--- config.mk ---
export PLATFORM = sky130hd
export DESIGN_NAME = fetch_stage
export DESIGN_NICKNAME = d
export VERILOG_FILES = /design/src/rtl/fetch_stage.sv
export SDC_FILE = /design/constraint.sdc
export NUM_CORES = 1
export LEC_CHECK = 0
export CAP_MARGIN = 20
export CORE_ASPECT_RATIO = 2
export CORE_MARGIN = 8
export CORE_UTILIZATION = 34
export CTS_CLUSTER_SIZE = 24
export DETAILED_ROUTE_END_ITERATION = 6
export MAX_ROUTING_LAYER = met4
export PLACE_DENSITY_LB_ADDON = 0.1
export RECOVER_POWER = 50
export SYNTH_ARGS = -nofsm -noshare
export SYNTH_HDL_FRONTEND = slang
export SYNTH_SLANG_ARGS = --single-unit
--- constraint.sdc ---
create_clock -name clk -period 2.3 [get_ports clk]
set_clock_uncertainty 0.1 [all_clocks]
set_input_delay 0.46 -clock clk [delete_from_list [all_inputs] [get_ports clk]]
set_output_delay 0.46 -clock clk [all_outputs]
set_load 0.02 [all_outputs]
--- src/rtl/fetch_stage.sv ---
// Instruction-fetch stage: program counter, instruction-memory address and
// the IF/ID pipeline register feeding decode.
module fetch_stage #(
  parameter logic [31:0] RESET_PC  = 32'h0000_0000,
  parameter logic [31:0] NOP_INSTR = 32'h8000_0000
) (
  input  logic        clk,
  input  logic        rst,
  input  logic        stall,
  input  logic        flush,
  input  logic        redirect_valid,
  input  logic [31:0] redirect_target,
  output logic [31:0] imem_addr,
  input  logic [31:0] imem_data,
  output logic [31:0] ifid_instr,
  output logic [31:0] ifid_pc,
  output logic [31:0] ifid_pc_plus4,
  output logic        ifid_valid,
  output logic [31:0] fetch_count
);

  logic [31:0] pc_q, pc_d;
  logic [31:0] instr_q, instr_d;
  logic [31:0] ipc_q, ipc_d;
  logic [31:0] ipc4_q, ipc4_d;
  logic        valid_q, valid_d;
  logic [31:0] count_q, count_d;
  logic [31:0] pc_plus4;

  assign pc_plus4 = pc_q + 32'd4;

  // Next PC: a redirect wins over stall; otherwise hold or advance sequentially.
  always_comb begin
    pc_d = pc_plus4;
    if (redirect_valid) begin
      pc_d = {redirect_target[31:2], 2'b00};
    end else if (stall) begin
      pc_d = pc_q;
    end
  end

  // Next IF/ID contents: a redirect discards the wrong-path word as a bubble.
  always_comb begin
    instr_d = instr_q;
    ipc_d   = ipc_q;
    ipc4_d  = ipc4_q;
    valid_d = valid_q;
    count_d = count_q;
    if (flush || redirect_valid) begin
      instr_d = NOP_INSTR;
      ipc_d   = 32'd0;
      ipc4_d  = 32'd0;
      valid_d = 1'b0;
    end else if (!stall) begin
      instr_d = imem_data;
      ipc_d   = pc_q;
      ipc4_d  = pc_plus4;
      valid_d = 1'b1;
      count_d = count_q + 32'd1;
    end
  end

  // State registers; reset overrides every other control on the same edge.
  always_ff @(posedge clk) begin
    if (rst) begin
      pc_q    <= {RESET_PC[31:2], 2'b00};
      instr_q <= NOP_INSTR;
      ipc_q   <= 32'd0;
      ipc4_q  <= 32'd0;
      valid_q <= 1'b0;
      count_q <= 32'd0;
    end else begin
      pc_q    <= pc_d;
      instr_q <= instr_d;
      ipc_q   <= ipc_d;
      ipc4_q  <= ipc4_d;
      valid_q <= valid_d;
      count_q <= count_d;
    end
  end

  assign imem_addr     = pc_q;
  assign ifid_instr    = instr_q;
  assign ifid_pc       = ipc_q;
  assign ifid_pc_plus4 = ipc4_q;
  assign ifid_valid    = valid_q;
  assign fetch_count   = count_q;

endmodule

==> run_results.csv <==
group,metric,value,unit
setup_path,crit_path_start_kind,"flop",
setup_path,cp_data_required_time,2490,ps
clocking,cts_sinks,155,
routing,dr_total_vias,6285,
global_route,grt_pass1_wl,36.2,mm
logic_synthesis,synth_top_family_by_area,"simple AND/OR/NAND/NOR gates",
logic_synthesis,ys.flop_type,"dfxtp_1",
pwr,leakage,0.00407,µW
routing,vias_per_cell,4.77,
sta,max_freq,459,MHz
clocking,clk_pin_slew,60,ps
routing,drc_errors,0,
logic_synthesis,synth_top_cells_by_area,"dfxtp_1 45%, mux2i_1 9.2%, nor2_1 6.4%",
pwr,pwr_density_cell,604,nW/µm²
run,maxCapViolCount,0,
sta,whs,253,ps
logic_synthesis,synth-seq-area-share,44.6,%
logic_synthesis,syn_avg_cell_area,8.74,µm²
logic_synthesis,yosysUniqueCellTypes,45,
logic_synthesis,ys.warnings.count,0,
sta,slew_headroom,32.1,%
logic_synthesis,ys_async_sr_fraction,0,%
logic_synthesis,synth_top_area_share,44.6,%
global_route,grt_overflow,0,
clocking,h-tree-depth,4,
logic_synthesis,post-synth-top-area-cell,"dfxtp_1",
layout,nets,1110,
sta,drv_slew,0,
sta,setup_viol_count_final,0,
clocking,cts_tree,"done",
routing,drt.antenna.violating_nets,0,
logic_synthesis,synth_compound_area_share,8.69,%
logic_synthesis,syn-cell-area,6960,µm²
die,initial_core_util,34.3,%
setup_path,cp.arrival,2370,ps
sta,fin_crit,2180,ps
placed_design,dp_cells,1286,
global_route,track_usage,19.4,%
die,die_w,117,µm
setup_path,cp-end-kind,"flop",
routing,wl,23.6,mm
logic_synthesis,synthAdderAreaFrac,0.360,%
placed_design,dpl.hpwl,18.0,mm
clocking,cts_buffers,17,
layout,diodes,0,
layout,fill_cells,1949,
global_route,grt_pass1_vias,6489,
pwr,peakVddDrop,0.394,mV
die,die_y,218,µm
run_status,status,"completed",
sta,rsz0062_at_grt,"false",
logic_synthesis,synth_edf_count,0,
layout,area_growth,47.7,%
setup_path,crit_type,"flop to flop",
layout,drive_gt1_share,10.4,%
placed_design,gp_congestion,0.856,
clocking,clock_latency,420,ps
sta,tightest_slew,1020,ps
routing,wl_per_cell,17.9,µm
setup_path,cp_max_fo,6,
die,row_count,74,
sta,finalCritPeriodShare,94.7,%
layout,layout_common_cells,"163 x clkdlybuf4s50_1, 152 x dfxtp_1, 119 x nor2_1, 64 x mux2i_1, 57 x buf_4",
die,dieArea,25600,µm²
worst_hold_path,min_path_type,"input port to flop",
layout,postLayoutCoreUtil,50.7,%
clocking,clock-root-buffer,"clkbuf_16",
logic_synthesis,synth_cells,796,
layout,multi_input_area,3470,µm²
die,num_io_pins,230,
global_route,grt_max_degree,73,
layout,final_cells,1317,
logic_synthesis,synth_xor_area_share,10.1,%
sta,setup_tns,0,ps
clocking,ctsHoldBuffers,0,
routing,drt_first_pass_iters,4,
logic_synthesis,synth-simple-area-share,21.3,%
layout,layout_commonest_cell,"clkdlybuf4s50_1",
logic_synthesis,ys_ff_latch,155,
die,core-area,20300,µm²
global_route,antenna_found_initial,0,
sta,hold_viol,0,
layout,regArea,3110,µm²
logic_synthesis,synthMuxAreaShare,9.21,%
routing,drt_iter0_markers,253,
placed_design,io_buffers,221,
clocking,cts.path.max_buffers,2,
state kept, by name, summed over array words and instances, names as in the netlist:
register       count
ifid_valid         1
imem_addr         30
ifid_pc_plus4     30
ifid_pc           30
ifid_instr        32
fetch_count       32
synth_stat cells, drive strengths merged, types with 2 or more instances:
cell type / number
a211oi: 2
buf: 29
nand2: 42
xnor2: 37
nand4: 32
ha: 2
xor2: 43
nor4: 14
and2: 7
clkbuf: 41
nor2: 120
dfxtp: 155
o21ai: 34
mux2i: 64
or3: 8
nand3b: 2
nor3: 18
and4: 6
a21oi: 56
o21a: 16
nand2b: 2
nand3: 19
inv: 23
and3: 6
nor2b: 10
critical path, stage by stage, from the launching register on:
cell and delay [ps]:
dfxtp_1 390, ha_1 220, nand4_1 240, nor2_1 410, nand3_1 150, xor2_1 410
a211oi_1 150
kinds of logic after synthesis:
logic type,after synthesis
buffers and inverters,93
multiplexers,64
adder cells (fa/ha/maj),2
AO/OA/AOI/OAI,110
XOR/XNOR,80
AND/OR/NAND/NOR,291
other,1
flip-flops,155
power by group:
part           switching, µW  internal (µW)
Combinational            401            374
Sequential              46.1           2750
Clock                   1130           1510
Total                   1580           4630
layout make-up:
| type | count | share of cell area, % |
|---|---|---|
| timing repair buffer | 289 | 26.6 |
| sequential | 155 | 30.2 |
| multi-input combinational | 553 | 33.8 |
| clock buffer | 20 | 4.35 |
| tap | 266 | 3.24 |
| clock inverter | 11 | 0.950 |
| inverter | 23 | 0.840 |
path summary, 6_finish.rpt:
| path | slack [ps] | start | depth (start not counted) | endpoint |
|---|---|---|---|---|
| min reg2reg | 350 | ifid_valid$_SDFFE_PP0N_ | 2 | ifid_valid$_SDFFE_PP0N_ |
| max | 120 | imem_addr[2]$_SDFFE_PP0P_ | 6 | ifid_pc_plus4[20]$_SDFFE_PP0N_ |
| min | 250 | rst | 2 | fetch_count[1]$_SDFFE_PP0P_ |
| max reg2reg | 120 | imem_addr[2]$_SDFFE_PP0P_ | 6 | ifid_pc_plus4[20]$_SDFFE_PP0N_ |
routing by layer:
layer | vias to the layer above | GRT usage, % | wire (µm)
met5 | - | - | 0
met1 | 2907 | 18.7 | 8640
met2 | 170 | 35.2 | 13000
met3 | 36 | 4.42 | 1270
li1 | 3172 | - | -
met4 | 0 | 9.07 | 744
through the flow:
step,setup slack (ps),total power [µW],area [µm²]
2_1_floorplan,45.3,3250,6970
3_3_place_gp,-190,3650,9770
3_5_place_dp,-221,3650,9770
4_1_cts,19.3,6330,10300
5_1_grt,46.0,6480,10300
6_report,121,6210,10300
what timing repair did:
item,in CTS,in global routing
endpoints found under the setup margin,0,3
resized for setup,0,3
buffers inserted,0,0
Power figures use the tool's default switching activity.
